`config.mk`:
```
export PLATFORM = sky130hd
export DESIGN_NAME = lcg_gen
export DESIGN_NICKNAME = d
export VERILOG_FILES = /design/src/rtl/lcg_pkg.sv /design/src/rtl/lcg_step.sv /design/src/rtl/lcg_gen.sv
export SDC_FILE = /design/constraint.sdc
export NUM_CORES = 1
export LEC_CHECK = 0
export CAP_MARGIN = 10
export CORE_MARGIN = 2
export CORE_UTILIZATION = 28
export DETAILED_ROUTE_END_ITERATION = 16
export REMOVE_ABC_BUFFERS = 1
export SYNTH_ARGS = -nofsm -noshare
export SYNTH_HDL_FRONTEND = slang
export SYNTH_SLANG_ARGS = --single-unit
```
`constraint.sdc`:
```
create_clock -name clk_i -period 2.75 [get_ports clk_i]
set_clock_uncertainty 0.05 [all_clocks]
set_input_delay 0.55 -clock clk_i [delete_from_list [all_inputs] [get_ports clk_i]]
set_output_delay 0.55 -clock clk_i [all_outputs]
set_load 0.05 [all_outputs]
```
`src/rtl/lcg_pkg.sv`:
```
// Shared types and default sizing for the linear-congruential word generator.
// Optional period detection is enabled by defining LCG_PERIOD_EN.
package lcg_pkg;

  typedef enum logic [0:0] {
    IDLE = 1'b0,
    RUN  = 1'b1
  } lcg_state_t;

  localparam int unsigned LCG_WIDTH   = 8;
  localparam int unsigned LCG_COUNT_W = 16;

endpackage

```
`src/rtl/lcg_step.sv`:
```
// One combinational LCG advance: next = x + (x << shift) + incr, truncated to WIDTH bits.
module lcg_step import lcg_pkg::*; #(
  parameter int unsigned WIDTH   = LCG_WIDTH,
  parameter int unsigned SHIFT_W = $clog2(WIDTH)
) (
  input  logic [WIDTH-1:0]   x_i,
  input  logic [SHIFT_W-1:0] shift_i,
  input  logic [WIDTH-1:0]   incr_i,
  output logic [WIDTH-1:0]   next_o
);

  // Carries out of the top bit are discarded by the WIDTH-bit result.
  always_comb begin
    next_o = x_i + (x_i << shift_i) + incr_i;
  end

endmodule

```
`src/rtl/lcg_gen.sv`:
```
// Pseudorandom word generator with run/stop control, valid/ready output and saturating count.
// Define LCG_PERIOD_EN to build the period detector (period_hit_o / period_len_o).
module lcg_gen import lcg_pkg::*; #(
  parameter int unsigned WIDTH   = LCG_WIDTH,
  parameter int unsigned SHIFT_W = $clog2(WIDTH),
  parameter int unsigned COUNT_W = LCG_COUNT_W
) (
  input  logic               clk_i,
  input  logic               reset_ni,
  input  logic               start_i,
  input  logic               stop_i,
  input  logic [WIDTH-1:0]   seed_i,
  input  logic [SHIFT_W-1:0] shift_i,
  input  logic [WIDTH-1:0]   incr_i,
  output logic               out_valid_o,
  input  logic               out_ready_i,
  output logic [WIDTH-1:0]   out_data_o,
  output logic [COUNT_W-1:0] count_o,
  output logic               period_hit_o,
  output logic [COUNT_W-1:0] period_len_o
);

  lcg_state_t         state_q, state_d;
  logic [WIDTH-1:0]   x_q, x_d;
  logic [COUNT_W-1:0] count_q, count_d;
  logic [WIDTH-1:0]   step_seed, step_x;
  logic               accept;

  lcg_step #(
    .WIDTH   (WIDTH),
    .SHIFT_W (SHIFT_W)
  ) u_step_seed (
    .x_i     (seed_i),
    .shift_i (shift_i),
    .incr_i  (incr_i),
    .next_o  (step_seed)
  );

  lcg_step #(
    .WIDTH   (WIDTH),
    .SHIFT_W (SHIFT_W)
  ) u_step_x (
    .x_i     (x_q),
    .shift_i (shift_i),
    .incr_i  (incr_i),
    .next_o  (step_x)
  );

  assign out_valid_o = (state_q == RUN);
  assign out_data_o  = x_q;
  assign count_o     = count_q;
  assign accept      = out_valid_o & out_ready_i;

  always_comb begin
    state_d = state_q;
    if (start_i) begin
      state_d = RUN;
    end else if (stop_i) begin
      state_d = IDLE;
    end
  end

  // start overrides a coincident accept: the accepted word is dropped, not counted.
  always_comb begin
    x_d     = x_q;
    count_d = count_q;
    if (start_i) begin
      x_d     = step_seed;
      count_d = '0;
    end else if (accept) begin
      x_d = step_x;
      if (count_q != '1) begin
        count_d = count_q + COUNT_W'(1);
      end
    end
  end

  always_ff @(posedge clk_i or negedge reset_ni) begin
    if (!reset_ni) begin
      state_q <= IDLE;
      x_q     <= '0;
      count_q <= '0;
    end else begin
      state_q <= state_d;
      x_q     <= x_d;
      count_q <= count_d;
    end
  end

`ifdef LCG_PERIOD_EN
  logic [WIDTH-1:0]   first_x_q, first_x_d;
  logic [COUNT_W-1:0] since_q, since_d;
  logic [COUNT_W-1:0] len_q, len_d;
  logic               hit_q, hit_d;
  logic [COUNT_W-1:0] since_inc;

  // Accepts since start or last hit, counting the one in flight.
  assign since_inc = (since_q != '1) ? since_q + COUNT_W'(1) : since_q;

  always_comb begin
    first_x_d = first_x_q;
    since_d   = since_q;
    len_d     = len_q;
    hit_d     = 1'b0;
    if (start_i) begin
      first_x_d = step_seed;
      since_d   = '0;
      len_d     = '0;
    end else if (accept) begin
      if (step_x == first_x_q) begin
        hit_d   = 1'b1;
        len_d   = since_inc;
        since_d = '0;
      end else begin
        since_d = since_inc;
      end
    end
  end

  always_ff @(posedge clk_i or negedge reset_ni) begin
    if (!reset_ni) begin
      first_x_q <= '0;
      since_q   <= '0;
      len_q     <= '0;
      hit_q     <= 1'b0;
    end else begin
      first_x_q <= first_x_d;
      since_q   <= since_d;
      len_q     <= len_d;
      hit_q     <= hit_d;
    end
  end

  assign period_hit_o = hit_q;
  assign period_len_o = len_q;
`else
  assign period_hit_o = 1'b0;
  assign period_len_o = '0;
`endif

endmodule

```
### Word level (Yosys, flattened, before mapping)

Index checks and enable logic that the tools add are counted.

| word-level totals | value |
|---|---|
| bits in registers | 25 |
| input port bits | 24 |
| output and inout port bits | 42 |
| logic and storage cells | 23 |

| cells by class | value |
|---|---|
| $add $sub $neg | 5 |
| equality and inequality tests | 1 |
| shift operators | 2 |
| mux-type cells | 7 |
| bitwise operators | 1 |
| reduce and logical (&&, ||, !) cells | 4 |

Operators with widths:

| cell | number |
|---|---|
| $mux W16 | 3 |
| $add A8 B8 Y8 | 4 |
| $add A16 B1 Y16 const B | 1 |
| $mux W8 | 2 |
| $ne A16 B16 Y1 const B | 1 |
| $shl A8 B3 Y8 | 2 |
| $reduce_bool A2 Y1 | 3 |
| $mux W1 | 2 |
| $reduce_and A2 Y1 | 1 |
| $and A1 B1 Y1 | 1 |

### Longest topological paths before layout

| logic depth | value |
|---|---|
| depth after elaboration | 5 |
| gate-level depth with buffers | 14 |
| mapped depth without buffers | 13 |

### Modules after synthesis

A second synthesis with hierarchy kept.

| unflattened totals | value |
|---|---|
| cells, all modules | 299 |
| area total of the unflattened synthesis | 2,771.4 um^2 |

By module, submodules not included:

| module | times used | cells an instance | area each (um^2) | sequential area each (um^2) |
|---|---|---|---|---|
| lcg_gen | 1 | 151 | 1,460.2 | 625.6 |
| lcg_step | 2 | 74 | 655.6 | 0.0 |

### Worst setup path before layout

OpenSTA, ideal clock, no wires.

| path | value |
|---|---|
| path type | input -> register |
| from | input shift_i[1] |
| to | register x_q[7], in the netlist out_data_o[7] |
| library setup time | 0.077 ns |
| arrival | 3.268 ns |
| required time | 2.623 ns |
| slack | -0.645 ns |
| stages | 12 |
| cells stage by stage | clkbuf_1 > clkbuf_1 > nor3_1 > fa_1 > ha_1 > fa_1 > a21o_1 > a311o_1 > a21oi_1 > xnor2_1 > mux2i_1 > o21ai_1 |

| on the way | value |
|---|---|
| cells in the longest elaborated chain, start to end | 5 |
| elaborated cells on any way between the ends | 8 |
| those cells by class | 4 x add/sub; 2 x shift; 2 x mux |

Ends and longest elaborated chain:

| item | line | source |
|---|---|---|
| start, declared | lcg_gen.sv:13 | `input logic [SHIFT_W-1:0] shift_i,` |
| $shl A8 B3 Y8 | lcg_step.sv:14 | `next_o = x_i + (x_i << shift_i) + incr_i;` |
| $add A8 B8 Y8 (2 in a row) | lcg_step.sv:14 |  |
| $mux W8 | lcg_gen.sv:70 | `end else if (accept) begin` |
| $mux W8 * | lcg_gen.sv:67 | `if (start_i) begin` |
| end signal, assigned | lcg_gen.sv:81 | `x_q <= '0;` |
| end signal, assigned | lcg_gen.sv:85 | `x_q <= x_d;` |
| end, declared | lcg_gen.sv:24 | `logic [WIDTH-1:0] x_q, x_d;` |

Mark *: on every way between the ends. The rest lies on a longest branch, timed or not. The select of a mux whose other input is x is not followed.
A chain may end at the register's enable or synchronous reset.

### Worst setup path after layout

| path | value |
|---|---|
| from | input shift_i[0] |
| to | register x_q[7], in the netlist out_data_o[7] |

The elaborated chain is that of the path after synthesis.

==> results_tabular.tex <==
\begin{tabular}{lr}
\hline
Metric & Value \\
\hline
\multicolumn{2}{l}{\textbf{Place}} \\
Final estimated routing congestion in global placement & 0.818 \\
Total placed instance area & roughly 3500 um\^{}2 \\
Half-perimeter wire length of the detailed placement result & 5.20 mm \\
Placed cells & between 400 and 500 \\
Total of buffers placed on input and output ports & between 40 and 50 \\
\multicolumn{2}{l}{\textbf{STA}} \\
Worst hold-check slack & 510 ps \\
Worst slew pin tran & just over 500 ps \\
Final hold violation count & 0 \\
Relative max-transition margin & around two thirds \\
Number of setup violations in the final report & 3 \\
Unrepaired setup endpoints after global routing & true \\
Minimum clock period & 2900 ps \\
Final Max Tran Viols & 0 \\
Total Neg Setup Slack & -383 ps \\
Final setup margin & -154 ps \\
Ratio of final minimum period to clock period & 106\% \\
Highest clock frequency the design can meet & between 0.3 and 0.4 GHz \\
\multicolumn{2}{l}{\textbf{Finish}} \\
Antenna diodes & 0 \\
Final design area excluding fillers & 3880 um\^{}2 \\
Final layout net count & $\sim$430 \\
Share of cells above drive strength 1 & a little under a third \\
Area Growth Syn to Fin & 48.5\% \\
Post-Layout Cell Count & slightly below 500 \\
\multicolumn{2}{l}{\textbf{Synthesis}} \\
Number of flops mapped to enable cells by yosys & 0 \\
Most numerous cell in the Yosys netlist & sky130\_fd\_sc\_hd\_\_nor2\_1 \\
Register bit total from synthesis & 25 \\
Share of flip-flops with an asynchronous set or reset after synthesis & 100\% \\
Syn\_area\_per\_cell & roughly 9.4 um\^{}2 \\
Mapped Area & approximately 2600 um\^{}2 \\
Library cell occupying the most area in the post-synthesis netlist & sky130\_fd\_sc\_hd\_\_dfrtp\_1 \\
Cell count after synthesis & between 200 and 300 \\
Sequential element share of the synthesized area & about a quarter \\
Unique masters post-synth & between 40 and 50 \\
Number of warnings printed during yosys synthesis & 0 \\
Proportion of netlist area held by the largest area contributor & 23.9\% \\
Main flop type after synthesis & sky130\_fd\_sc\_hd\_\_dfrtp\_1 \\
Synth area leaders & sky130\_fd\_sc\_hd\_\_dfrtp\_1, sky130\_fd\_sc\_hd\_\_fa\_1, sky130\_fd\_sc\_hd\_\_mux2i\_1 \\
Synth cell count leaders & sky130\_fd\_sc\_hd\_\_nor2\_1, sky130\_fd\_sc\_hd\_\_dfrtp\_1, sky130\_fd\_sc\_hd\_\_nand2\_1 \\
\multicolumn{2}{l}{\textbf{Clocking}} \\
Number of CTS-inserted buffers & 3 \\
Clock tree root buffer cell & sky130\_fd\_sc\_hd\_\_clkbuf\_8 \\
Clock tree sinks & 25 \\
H-Tree Depth & 1 \\
Number of buffers added to fix hold violations after cts & 0 \\
Clock transition time at the flip-flop clock pins of the worst setup and hold paths & around 110 ps \\
Maximum number of buffers from clock root to sink & 2 \\
Latest clock arrival within the worst-skew pair & about 280 ps \\
CTS tree & yes \\
\multicolumn{2}{l}{\textbf{Route}} \\
Detailed-route DRC error count & 0 \\
Count of antenna-violating nets left after detailed routing & 0 \\
Detailed router's first-iteration violation count & 56 \\
Post-detailed-route wirelength per cell & approximately 14 um \\
Sum of routed wire length over all layers & between 6 and 7 mm \\
Via count & 2,346 \\
1st-pass router iterations & 4 \\
Vias per cell & roughly 4.8 \\
\multicolumn{2}{l}{\textbf{Worst setup path}} \\
CP startpoint kind & input pin \\
Crit end category & flop \\
Critical path peak fanout & 4 \\
Required time of the critical path & a little under 3000 ps \\
Critical path class & in -> reg \\
Signal arrival time at the worst endpoint & 3070 ps \\
\multicolumn{2}{l}{\textbf{GRT}} \\
Remaining global-route overflow & 0 \\
Largest net degree at the start of global routing & 31 \\
Antenna violations before repair & 0 \\
Number of global-route vias before repair & about 2,400 \\
Global-route wire length before repair & approximately 11 mm \\
Global-route usage over all layers & between 10\% and 20\% \\
\multicolumn{2}{l}{\textbf{Status}} \\
Status & finished, violations left \\
Violated checks & setup timing \\
\multicolumn{2}{l}{\textbf{Job}} \\
Total of max-cap violations & 0 \\
\multicolumn{2}{l}{\textbf{Floorplan}} \\
Starting utilization of the core area & between 20\% and 30\% \\
Die span in x & 101 um \\
Rows & 35 \\
Area of the core & around 9200 um\^{}2 \\
Die outline area & between 10,000 and 15,000 um\^{}2 \\
Die height & 101 um \\
Number of primary I/O pins & 66 \\
\multicolumn{2}{l}{\textbf{Worst hold path}} \\
Worst hold path class & reg -> reg \\
\multicolumn{2}{l}{\textbf{Pwr}} \\
Power density normalized to cell area & just under 700 nW/um\^{}2 \\
Leak Pwr & around 1.8 nW \\
Overall power of the completed layout & 2.67 mW \\
Largest voltage drop on the vdd net & approximately 0.35 mV \\
\hline
\end{tabular}
flip-flops by register name (all words and copies together) (netlist names):
register,cells
out_valid_o,1
out_data_o,8
count_o,16
cell usage in the layout, fill, tap and decap left out, types with 3 or more instances in the layout:
cell and count:
sky130_fd_sc_hd__buf_4 56, sky130_fd_sc_hd__nand2_1 18, sky130_fd_sc_hd__conb_1 17, sky130_fd_sc_hd__clkdlybuf4s50_1 39, sky130_fd_sc_hd__nor2_1 27, sky130_fd_sc_hd__o21ai_1 8, sky130_fd_sc_hd__inv_1 11, sky130_fd_sc_hd__a21oi_1 9
sky130_fd_sc_hd__mux2i_2 4, sky130_fd_sc_hd__o211ai_1 3, sky130_fd_sc_hd__ha_4 3, sky130_fd_sc_hd__and3_1 6, sky130_fd_sc_hd__xnor2_1 10, sky130_fd_sc_hd__o2111ai_1 5, sky130_fd_sc_hd__nor3_1 3, sky130_fd_sc_hd__a21oi_2 5
sky130_fd_sc_hd__mux2_4 3, sky130_fd_sc_hd__ha_1 8, sky130_fd_sc_hd__dlygate4sd2_1 4, sky130_fd_sc_hd__fa_2 3, sky130_fd_sc_hd__a211oi_2 6, sky130_fd_sc_hd__a21o_1 7, sky130_fd_sc_hd__fa_1 13, sky130_fd_sc_hd__xor2_1 15
sky130_fd_sc_hd__clkbuf_8 3, sky130_fd_sc_hd__buf_6 6, sky130_fd_sc_hd__mux2i_1 12, sky130_fd_sc_hd__o22ai_2 3, sky130_fd_sc_hd__dfrtp_1 25
per-layer routing:
| metal | track usage, % | routed length [um] | up-vias |
|---|---|---|---|
| li1 | - | - | 1145 |
| met1 | 17.0 | 2980 | 1156 |
| met2 | 25.0 | 3590 | 39 |
| met3 | 2.29 | 210 | 6 |
| met4 | 2.85 | 93 | 0 |
| met5 | 0 | 0 | - |
cell families after synthesis:
kind of cell	after synthesis	share of synthesized area [%]
AOI/OAI and AO/OA	59	15.7
muxes	24	10.4
other	1	0.143
and+or+nand+nor	73	13.1
buffers and inverters	41	9.28
xor gates and xnor gates	27	9.04
DFF	25	23.9
adders and majority gates	29	18.5
final timing paths:
kind | from | slack (ps) | cells after the start | to
max reg2reg | out_data_o[1] | -140 | 12 | out_data_o[7]
max | shift_i[0] | -150 | 13 | out_data_o[7]
min | out_valid_o | 510 | 1 | out_valid_o
max in group asynchronous | reset_ni | 1800 | 2 | count_o[11]
min in group asynchronous | reset_ni | 580 | 2 | out_data_o[2]
min reg2reg | out_valid_o | 510 | 1 | out_valid_o
stage by stage:
stage	utilization [%]	setup WS, ps
5_1_grt	42.4	-328
3_5_place_dp	38.3	-1120
3_3_place_gp	38.3	-1050
2_1_floorplan	-	-526
6_report	42.4	-154
4_1_cts	40.8	-178
report_power, final:
group	switching (mW)	internal (mW)
Sequential	0.0563	0.420
Clock	0.142	0.107
Combinational	0.996	0.948
worst max-delay path, stage by stage:
cell and delay (ps):
sky130_fd_sc_hd__buf_6 120, sky130_fd_sc_hd__mux2i_2 160, sky130_fd_sc_hd__buf_4 150, sky130_fd_sc_hd__mux2_2 260, sky130_fd_sc_hd__o22ai_2 160, sky130_fd_sc_hd__fa_1 470, sky130_fd_sc_hd__ha_4 240, sky130_fd_sc_hd__buf_6 120
sky130_fd_sc_hd__a311o_1 350, sky130_fd_sc_hd__a21oi_2 160, sky130_fd_sc_hd__xnor2_1 130, sky130_fd_sc_hd__mux2i_1 80, sky130_fd_sc_hd__o21ai_1 110
final cells by class:
| class | count | area (um^2) |
|---|---|---|
| timing repair buffer | 110 | 968 |
| sequential | 25 | 626 |
| multi-input combinational | 229 | 2060 |
| inverter | 11 | 41.3 |
| fill | 895 | 5270 |
| clock buffer | 3 | 41.3 |
| clock inverter | 1 | 8.76 |
| tap | 111 | 139 |
timing repair:
action | in CTS | in global routing
pin swaps | 35 | 26
endpoints found under the setup margin | 6 | 5
gates resized for setup | 52 | 30
setup buffers | 6 | 1
(Power assumes the default switching activity.)
